--- config.mk ---
export PLATFORM = sky130hd
export DESIGN_NAME = seq_controller
export DESIGN_NICKNAME = d
export VERILOG_FILES = /design/src/rtl/seq_controller.sv
export SDC_FILE = /design/constraint.sdc
export NUM_CORES = 1
export LEC_CHECK = 0
export ABC_AREA = 1
export CAP_MARGIN = 20
export CELL_PAD_IN_SITES_DETAIL_PLACEMENT = 1
export CELL_PAD_IN_SITES_GLOBAL_PLACEMENT = 1
export CORE_AREA = 5 5 72 74
export DETAILED_ROUTE_END_ITERATION = 7
export DIE_AREA = 0 0 77 79
export GPL_TIMING_DRIVEN = 0
export PLACE_DENSITY_LB_ADDON = 0.1
export SKIP_CTS_REPAIR_TIMING = 1
export SLEW_MARGIN = 20
export SYNTH_ARGS = -nofsm -noshare
export SYNTH_HDL_FRONTEND = slang
export SYNTH_SLANG_ARGS = --single-unit
--- constraint.sdc ---
create_clock -name clk -period 1.55 [get_ports clk]
set_clock_uncertainty 0.05 [all_clocks]
set_input_delay 0.31 -clock clk [delete_from_list [all_inputs] [get_ports clk]]
set_output_delay 0.31 -clock clk [all_outputs]
set_load 0.02 [all_outputs]
--- src/rtl/seq_controller.sv ---
// seq_controller: multi-cycle ARM32 instruction sequencer with configurable
// fetch/memory latency, condition-code evaluation, sticky halt and
// load/store base writeback control.
module seq_controller #(
  parameter int unsigned FETCH_LAT = 1,
  parameter int unsigned MEM_LAT   = 1,
  parameter int unsigned CNT_W     = 4
) (
  input  logic       clk,
  input  logic       rst,
  input  logic [6:0] opcode,
  input  logic [3:0] cond,
  input  logic [3:0] nzcv,
  input  logic       P,
  input  logic       U,
  input  logic       W,
  input  logic       ram_ready,
  output logic [3:0] state,
  output logic       waiting,
  output logic       halted,
  output logic       cond_pass,
  output logic       clear_pc,
  output logic       load_pc,
  output logic       load_ir,
  output logic       en_A,
  output logic       en_B,
  output logic       en_S,
  output logic       en_C,
  output logic       en_status,
  output logic [1:0] sel_A_in,
  output logic [1:0] sel_shift_in,
  output logic       sel_A,
  output logic       sel_B,
  output logic       sel_shift,
  output logic       sel_post_shift,
  output logic [2:0] ALU_op,
  output logic       w_en1,
  output logic       w_en2,
  output logic       sel_w_data,
  output logic       ram_w_en2
);

  localparam logic [3:0] S_RESET       = 4'd0;
  localparam logic [3:0] S_LOAD_PC     = 4'd1;
  localparam logic [3:0] S_FETCH       = 4'd2;
  localparam logic [3:0] S_FETCH_WAIT  = 4'd3;
  localparam logic [3:0] S_DECODE      = 4'd4;
  localparam logic [3:0] S_EXECUTE     = 4'd5;
  localparam logic [3:0] S_MEMORY      = 4'd6;
  localparam logic [3:0] S_MEMORY_WAIT = 4'd7;
  localparam logic [3:0] S_WRITE_BACK  = 4'd8;
  localparam logic [3:0] S_HALT        = 4'd9;

  localparam logic [2:0] OP_ADD = 3'b000;
  localparam logic [2:0] OP_SUB = 3'b001;
  localparam logic [2:0] OP_AND = 3'b010;
  localparam logic [2:0] OP_ORR = 3'b011;
  localparam logic [2:0] OP_XOR = 3'b111;

  logic [3:0]       state_q, state_d;
  logic [CNT_W-1:0] cnt_q, cnt_d;
  logic             exec_q, exec_d;

  logic n_f, z_f, c_f, v_f;
  logic is_nop, is_hlt, is_alu, is_ls, is_cmp;
  logic f_done, m_done;
  logic [CNT_W-1:0] cnt_sat;

  assign {n_f, z_f, c_f, v_f} = nzcv;

  // ARM condition-code evaluation against the current flags
  always_comb begin
    cond_pass = 1'b0;
    case (cond)
      4'b0000: cond_pass = z_f;
      4'b0001: cond_pass = !z_f;
      4'b0010: cond_pass = c_f;
      4'b0011: cond_pass = !c_f;
      4'b0100: cond_pass = n_f;
      4'b0101: cond_pass = !n_f;
      4'b0110: cond_pass = v_f;
      4'b0111: cond_pass = !v_f;
      4'b1000: cond_pass = c_f && !z_f;
      4'b1001: cond_pass = !c_f || z_f;
      4'b1010: cond_pass = (n_f == v_f);
      4'b1011: cond_pass = (n_f != v_f);
      4'b1100: cond_pass = !z_f && (n_f == v_f);
      4'b1101: cond_pass = z_f || (n_f != v_f);
      default: cond_pass = 1'b1;
    endcase
  end

  // NOP and HLT live in the ALU opcode space but must not drive the datapath
  assign is_nop  = (opcode == 7'b0000000);
  assign is_hlt  = (opcode == 7'b0000001);
  assign is_alu  = !opcode[6] && (cond != 4'b1111) && !is_nop && !is_hlt;
  assign is_ls   = (opcode[6:5] == 2'b11) || (opcode[6:3] == 4'b1001);
  assign is_cmp  = is_alu && (opcode[3:0] == 4'b1010);

  assign cnt_sat = (cnt_q == {CNT_W{1'b1}}) ? cnt_q : cnt_q + CNT_W'(1);
  assign f_done  = (cnt_q >= CNT_W'(FETCH_LAT - 1)) && ram_ready;
  assign m_done  = (cnt_q >= CNT_W'(MEM_LAT - 1)) && ram_ready;

  // State, wait counter and executed-flag registers
  always_ff @(posedge clk or posedge rst) begin
    if (rst) begin
      state_q <= S_RESET;
      cnt_q   <= '0;
      exec_q  <= 1'b0;
    end else begin
      state_q <= state_d;
      cnt_q   <= cnt_d;
      exec_q  <= exec_d;
    end
  end

  // Next-state, wait-count and executed-flag logic
  always_comb begin
    state_d = state_q;
    cnt_d   = '0;
    exec_d  = exec_q;
    case (state_q)
      S_RESET:      state_d = S_LOAD_PC;
      S_LOAD_PC:    state_d = S_FETCH;
      S_FETCH:      state_d = S_FETCH_WAIT;
      S_FETCH_WAIT: begin
        if (f_done) state_d = S_DECODE;
        else        cnt_d   = cnt_sat;
      end
      S_DECODE:     state_d = S_EXECUTE;
      S_EXECUTE: begin
        exec_d = cond_pass;
        if (!cond_pass)  state_d = S_WRITE_BACK;
        else if (is_hlt) state_d = S_HALT;
        else             state_d = S_MEMORY;
      end
      S_MEMORY:      state_d = S_MEMORY_WAIT;
      S_MEMORY_WAIT: begin
        if (m_done) state_d = S_WRITE_BACK;
        else        cnt_d   = cnt_sat;
      end
      S_WRITE_BACK:  state_d = S_FETCH;
      S_HALT:        state_d = S_HALT;
      default:       state_d = S_RESET;
    endcase
  end

  // Decoded control outputs from state, instruction class and flags
  always_comb begin
    waiting        = (state_q != S_HALT);
    halted         = 1'b0;
    clear_pc       = 1'b0;
    load_pc        = 1'b0;
    load_ir        = 1'b0;
    en_A           = 1'b0;
    en_B           = 1'b0;
    en_S           = 1'b0;
    en_C           = 1'b0;
    en_status      = 1'b0;
    sel_A_in       = 2'b00;
    sel_shift_in   = 2'b00;
    sel_A          = 1'b0;
    sel_B          = 1'b0;
    sel_shift      = 1'b0;
    sel_post_shift = 1'b0;
    ALU_op         = OP_ADD;
    w_en1          = 1'b0;
    w_en2          = 1'b0;
    sel_w_data     = 1'b0;
    ram_w_en2      = 1'b0;
    case (state_q)
      S_RESET:   clear_pc = 1'b1;
      S_LOAD_PC: load_pc  = 1'b1;
      S_DECODE:  load_ir  = 1'b1;
      S_EXECUTE: begin
        if (cond_pass && is_alu) begin
          en_A = opcode[3];
          en_B = opcode[4];
          en_S = 1'b1;
          if (opcode[4]) begin
            sel_shift = opcode[5];
          end else begin
            sel_shift    = 1'b1;
            sel_shift_in = 2'b11;
          end
        end else if (cond_pass && is_ls) begin
          en_A = 1'b1;
          en_S = 1'b1;
          sel_shift = 1'b1;
          if (!opcode[3]) begin
            sel_shift_in = 2'b11;
            if (opcode[6:4] == 3'b100) sel_A_in = 2'b11;
          end else begin
            en_B = 1'b1;
          end
        end
      end
      S_MEMORY: begin
        if (is_alu) begin
          en_C  = 1'b1;
          sel_A = !opcode[3];
          sel_B = !opcode[4];
          en_status = (opcode[3:0] == 4'b1010);
          case (opcode[2:0])
            3'b000:  ALU_op = OP_ADD;
            3'b001:  ALU_op = OP_SUB;
            3'b010:  ALU_op = OP_SUB;
            3'b011:  ALU_op = OP_AND;
            3'b100:  ALU_op = OP_ORR;
            3'b101:  ALU_op = OP_XOR;
            default: ALU_op = OP_ADD;
          endcase
        end else if (is_ls) begin
          en_C           = 1'b1;
          ALU_op         = U ? OP_ADD : OP_SUB;
          sel_post_shift = opcode[3] && P;
          sel_B          = !(opcode[3] && P);
          ram_w_en2      = opcode[4];
        end
      end
      S_WRITE_BACK: begin
        load_pc = 1'b1;
        if (exec_q && is_alu) begin
          w_en1 = !is_cmp;
        end else if (exec_q && is_ls) begin
          w_en1      = !opcode[4];
          sel_w_data = !opcode[4];
          w_en2      = W || !P;
        end
      end
      S_HALT: halted = 1'b1;
      default: ;
    endcase
  end

  assign state = state_q;

endmodule

==> results of run 1 <==
worst paths after layout:
check                            to  slack [ns]      start  cells past startpoint
max in group asynchronous  state[2]        1.02        rst                      2
setup / recovery              w_en1       -0.48   state[0]                      5
hold / removal               exec_q        0.24        rst                      2
min in group clk           state[0]        0.49  opcode[0]                      3
hold reg to reg              exec_q        0.55     exec_q                      2
setup reg to reg           state[3]           0   state[0]                      9
metrics by stage:
stage | total power, W | hold slack [ns] | util | setup TNS, ns | cells
4_1_cts | 0.001737 | 0.2443 | 0.3608 | -28.21 | 271
2_1_floorplan | 0.001016 | 0.03825 | - | -1.314 | 166
3_5_place_dp | 0.001479 | 0.4842 | 0.3509 | -27.55 | 267
3_3_place_gp | 0.001450 | 0.4726 | 0.3509 | -26.93 | 267
6_report | 0.002024 | 0.2406 | 0.4317 | -8.310 | 290
5_1_grt | 0.002170 | 0.2543 | 0.4317 | -10.37 | 290
synthesized netlist by cell type, types with 2 or more instances:
cell and instances:
a21oi_1 6, a21oi_2 3, buf_4 3, dfrtp_1 5
inv_1 32, nand2_1 36, nand2_2 3, nand3_1 11
nand3_2 4, nand4_1 2, nor2_1 32, nor2_2 4
nor3_1 5, nor3_2 2, o21ai_0 2, o22ai_1 2
area by class of cell:
class / instances / share of cell area
Timing Repair Buffer: 66 / 0.3233
Tap cell: 54 / 0.03450
Buffer: 4 / 0.02364
Inverter: 35 / 0.07987
Sequential cell: 5 / 0.06645
Multi-Input combinational cell: 122 / 0.4492
Clock buffer: 4 / 0.02300
power groups by stage:
stage,Sequential [W],Combinational [W],Clock (W)
after floorplan,0.000362,0.000655,0
after global placement,0.000320,0.00113,0
after detailed placement,0.000325,0.00115,0
after CTS,0.000323,0.00116,0.000254
after global routing,0.000348,0.00156,0.000262
final,0.000336,0.00144,0.000245
state kept, by name (all words and copies together), names as in the netlist:
signal and count:
state 4, exec_q 1
cell usage in the layout (no fill, tap or decap), types with 3 or more instances in the layout:
cell             Yosys  final
buf_2                0      3
nor2_4               1     10
buf_4                3     26
dfrtp_2              0      4
clkbuf_8             0      3
nor2_2               4     15
nand2_4              1      6
inv_2                1      9
dlymetal6s2s_1       0      8
a21oi_1              6      4
nand2_1             36     23
a21oi_4              0      3
clkbuf_2             0      3
clkdlybuf4s50_1      0      5
nand2_2              3     11
inv_4                1      5
inv_1               32     20
nand3_2              4      4
buf_12               0      3
nand3_1             11      9
nor2_1              32     12
nor3_4               0      3
buf_6                1     21
critical path, stage by stage (launching register included):
cell and delay (ns):
dfrtp_2 0.45, or2_4 0.27, nor3_4 0.25, nand3_4 0.15, o22ai_4 0.18, buf_6 0.14
cell families after synthesis:
group | Yosys count | synth area share
AOI/OAI and AO/OA | 16 | 0.1110
buffers and inverters | 39 | 0.1896
DFF | 5 | 0.1404
other | 1 | 0.004209
and+or+nand+nor | 104 | 0.5548
routing by layer:
metal / GRT usage / routed length [um] / part of all wire
met2: 0.2156 / 2207 / 0.56
met4: 0.04639 / 59 / 0.015
met3: 0.01474 / 180 / 0.046
met5: 0 / 0 / 0
met1: 0.1386 / 1483 / 0.38
==> results.py, run 1 <==
metrics = {
    "timing": {
        "period_share": 1.310,
        "grt_setup_unrepaired": "true",
        "timing.fmax_mhz": 492.3,
        "setup_viol": 25,
        "finalHoldViolCount": 0,
        "fin_ws_ns": -0.4812,
        "slew_viol_final": 0,
        "post-route-min-period_ns": 2.031,
    },
    "layout": {
        "post-route-cell-area_um2": 1958,
        "multi_input_area_um2": 879.6,
        "diodes": 0,
        "fillers": 570,
        "regArea_um2": 130.1,
        "drive_gt1_frac": 0.6017,
        "nets": 258,
        "syn2layout_area_growth_pct": 119.8,
    },
    "synthesis": {
        "synthArstFlopShare": 1.000,
        "syn_area_per_cell_um2": 5.399,
        "synth_warnings": 0,
        "syn_inst": 165,
        "yosys-top-cells-area": "nand2_1, dfrtp_1, inv_1",
        "synth_edf_count": 0,
        "ys_ff_latch": 5,
        "netlist_area_um2": 890.9,
        "ys_seq_area_frac": 0.1404,
        "ys_types": 29,
        "ys.flop_type": "dfrtp_1",
        "yosys.area.top_type_share": 0.1517,
        "synth_top_area_cell": "nand2_1",
    },
    "clocking": {
        "cts.htree.levels": 1,
        "clockBufferDepth": 2,
        "cts_root_buffer": "clkbuf_8",
        "cts_buffers": 3,
        "cts_tree": "built",
        "clock-sinks": 5,
        "path_clk_slew_ns": 0.04,
        "clk_latency_ns": 0.22,
    },
    "floorplan": {
        "dieArea_um2": 6083,
        "ios": 51,
        "core_um2": 4536,
        "fp.dieH_um": 79,
        "die_w_um": 77,
        "initial_core_util": 0.1964,
        "rows": 25,
    },
    "route": {
        "vias_per_cell": 4.400,
        "wl_per_cell_um": 13.55,
        "ant_nets": 0,
        "drt-pass1-iter-count": 4,
        "drt-total-wl_um": 3930,
        "drc": 0,
        "num_vias": 1276,
        "drt_iter0_drc": 16,
    },
    "critical_path": {
        "cp.arrival_ns": 1.67,
        "crit_path_end_kind": "output port",
        "worst-path-max-fanout": 6,
        "cp-start-kind": "flop",
        "cp.required_ns": 1.19,
        "crit_type": "flop to output port",
    },
    "job": {
        "max_cap_violations": 0,
    },
    "grt": {
        "grt_pass1_vias": 1234,
        "grt_pass1_wl_um": 5858,
        "gr-total-overflow": 0,
        "grt_max_degree": 10,
        "grt_antenna_before_repair": 0,
        "grtUsageTotal": 0.1178,
    },
    "pwr": {
        "p_sw_w": 0.001007,
        "switching_share": 0.4976,
        "power_density_nw_per_um2": 1034,
        "internal_power_w": 0.001017,
        "combPwrFrac": 0.713,
        "p_clk_frac": 0.121,
        "p_seq_frac": 0.166,
        "leakage_nw": 0.9905,
        "vdd_drop_max_uv": 425.1,
    },
    "place": {
        "post-place-ws_ns": -1.467,
        "post-dp-hpwl_um": 3077,
        "place.gp.congestion": 0.7925,
        "port_buffers": 47,
        "place_area_um2": 1592,
    },
    "status": {
        "violations": "setup timing",
        "status": "finished, violations left",
    },
    "min_path": {
        "min_path_type": "input pin to asynchronous set/reset pin",
    },
}
Note: power is estimated with default switching activity, not from simulation.
==> run 2: changes to the inputs <==
SLEW_MARGIN = default   (was 20)
==> results of run 2 <==
Final layout, timing and power as in run 1 (identical DEF).
==> run 3: changes to the inputs <==
CORE_AREA = 5 5 70 72   (was 5 5 72 74)
CTS_BUF_LIST = sky130_fd_sc_hd__clkbuf_8   (was default)
CTS_CLUSTER_DIAMETER = 40   (was default)
DIE_AREA = 0 0 75 77   (was 0 0 77 79)
==> run 3 against run 2 <==
  * The flow still finishes with violations (setup timing)
  * Cell area rose by 6.1%
  * Non-clock buffer count rose by 5
  * Sequential power fell by 5%
  * Routed wire length fell by 1.4%
  * Register-to-register slack improved by 0.07 ns
  * Total power rose by 9.4%
  * Via count rose by 2.7%
  * Flip-flop and latch count did not move
==> results.py, run 3 (synthesized netlist as in run 1, its figures left out) <==
metrics = {
    "pwr": {
        "p_sw_w": 0.001070,
        "internal_power_w": 0.001144,
        "switching_share": 0.4834,
        "leakage_nw": 1.022,
        "combPwrFrac": 0.751,
        "p_clk_frac": 0.105,
        "power_density_nw_per_um2": 1065,
        "p_seq_frac": 0.144,
        "vdd_drop_max_uv": 300.0,
    },
    "timing": {
        "finalHoldViolCount": 0,
        "slew_viol_final": 0,
        "post-route-min-period_ns": 1.967,
        "setup_tns_ns": -6.971,
        "fin_ws_ns": -0.4175,
        "setup_viol": 24,
        "grt_setup_unrepaired": "true",
        "hold_slack_ns": 0.2459,
        "timing.fmax_mhz": 508.3,
        "period_share": 1.269,
    },
    "min_path": {
        "min_path_type": "input pin to asynchronous set/reset pin",
    },
    "floorplan": {
        "initial_core_util": 0.2104,
        "fp.dieH_um": 77,
        "rows": 24,
        "core_um2": 4234,
        "dieArea_um2": 5775,
        "ios": 51,
        "die_w_um": 75,
    },
    "critical_path": {
        "cp_cell_sequence": "or2_4, nor3_4, nand3_4, o22ai_4, buf_6",
        "cp-start-kind": "flop",
        "cp.required_ns": 1.19,
        "crit_end": "w_en1",
        "r2r_start": "state[0]",
        "crit_start": "state[0]",
        "reg2regPathDepth": 9,
        "crit_type": "flop to output port",
        "cp.arrival_ns": 1.61,
        "cp_slowest_cell": "dfrtp_2",
        "worst-path-max-fanout": 4,
        "crit_path_end_kind": "output port",
        "r2r_end": "state[2]",
        "slowest_delay_ns": 0.44,
        "ff2ff_setup_slack_ns": 0.07,
    },
    "clocking": {
        "cts_tree": "built",
        "cts_buffers": 3,
        "clk_latency_ns": 0.22,
        "path_clk_slew_ns": 0.03,
        "clock-sinks": 5,
        "clockBufferDepth": 2,
        "cts_root_buffer": "clkbuf_8",
        "cts.htree.levels": 1,
    },
    "place": {
        "post-dp-hpwl_um": 2948,
        "place_area_um2": 1589,
        "port_buffers": 47,
        "place_inst": 265,
        "place.gp.congestion": 0.8190,
    },
    "route": {
        "drt-total-wl_um": 3875,
        "drt-pass1-iter-count": 4,
        "vias_per_cell": 4.474,
        "drt_iter0_drc": 27,
        "wl_per_cell_um": 13.23,
        "drc": 0,
        "num_vias": 1311,
        "ant_nets": 0,
    },
    "grt": {
        "grtUsageTotal": 0.1252,
        "grt_pass1_vias": 1299,
        "grt_max_degree": 10,
        "grt_antenna_before_repair": 0,
        "grt_pass1_wl_um": 5851,
        "gr-total-overflow": 0,
    },
    "layout": {
        "drive_gt1_frac": 0.6515,
        "nets": 263,
        "postLayoutCoreUtil": 0.4908,
        "final_cell_mix": "buf_4, buf_6, nand2_1, inv_1, nor2_4",
        "diodes": 0,
        "fin_cells": 293,
        "final_common_cell": "buf_4",
        "syn2layout_area_growth_pct": 133.3,
        "largest_reg_flops": 4,
        "post-route-cell-area_um2": 2078,
    },
    "status": {
        "violations": "setup timing",
        "status": "finished, violations left",
    },
    "job": {
        "max_cap_violations": 0,
    },
}
[run 3: final cells by class]
cell class | instances | area, um2
clock buffer | 3 | 41.29
clock inverter | 1 | 3.754
tap | 52 | 65.06
sequential | 5 | 130.1
fill | 525 | 2156
multi-input combinational | 122 | 949.7
buffer | 4 | 46.29
timing repair buffer | 71 | 679.4
inverter | 35 | 162.7
[run 3: routing by layer]
metal  vias to the layer above  global-route usage  wire [um]
met5                         -                   0          0
met4                         0             0.02669         17
met3                         4             0.01961        187
met2                        26              0.2230       2169
met1                       619              0.1537       1502
li1                        662                   -          -
[run 3: worst min path at each step]
| stage | from | endpoint | slack, ns |
|---|---|---|---|
| global placement | rst | exec_q | 0.47 |
| CTS | rst | exec_q | 0.25 |
| global route | rst | exec_q | 0.26 |
| detailed placement | rst | exec_q | 0.48 |
| floorplan | rst | exec_q | 0.04 |
| finish | rst | state[2] | 0.25 |
[run 3: through the flow]
stage          power [W]  setup slack [ns]
3_5_place_dp    0.001490            -1.441
4_1_cts         0.001736            -1.444
6_report        0.002214           -0.4175
5_1_grt         0.002374           -0.5132
3_3_place_gp    0.001461            -1.457
2_1_floorplan   0.001016           -0.2644
[run 3: worst max-delay path, delay by kind of cell (launching register included)]
family                 cells  cell delay, ns
DFF                        1            0.44
buffers and inverters      1            0.14
AOI/OAI and AO/OA          1            0.17
and+or+nand+nor            3            0.64
[run 3: power groups by stage]
stage	clock, W	combinational, W	sequential, W
floorplan	0	0.000655	0.000362
global placement	0	0.00113	0.000326
detailed placement	0	0.00116	0.000332
CTS	0.000242	0.00116	0.000331
global route	0.000259	0.00178	0.000333
finish	0.000233	0.00166	0.000319
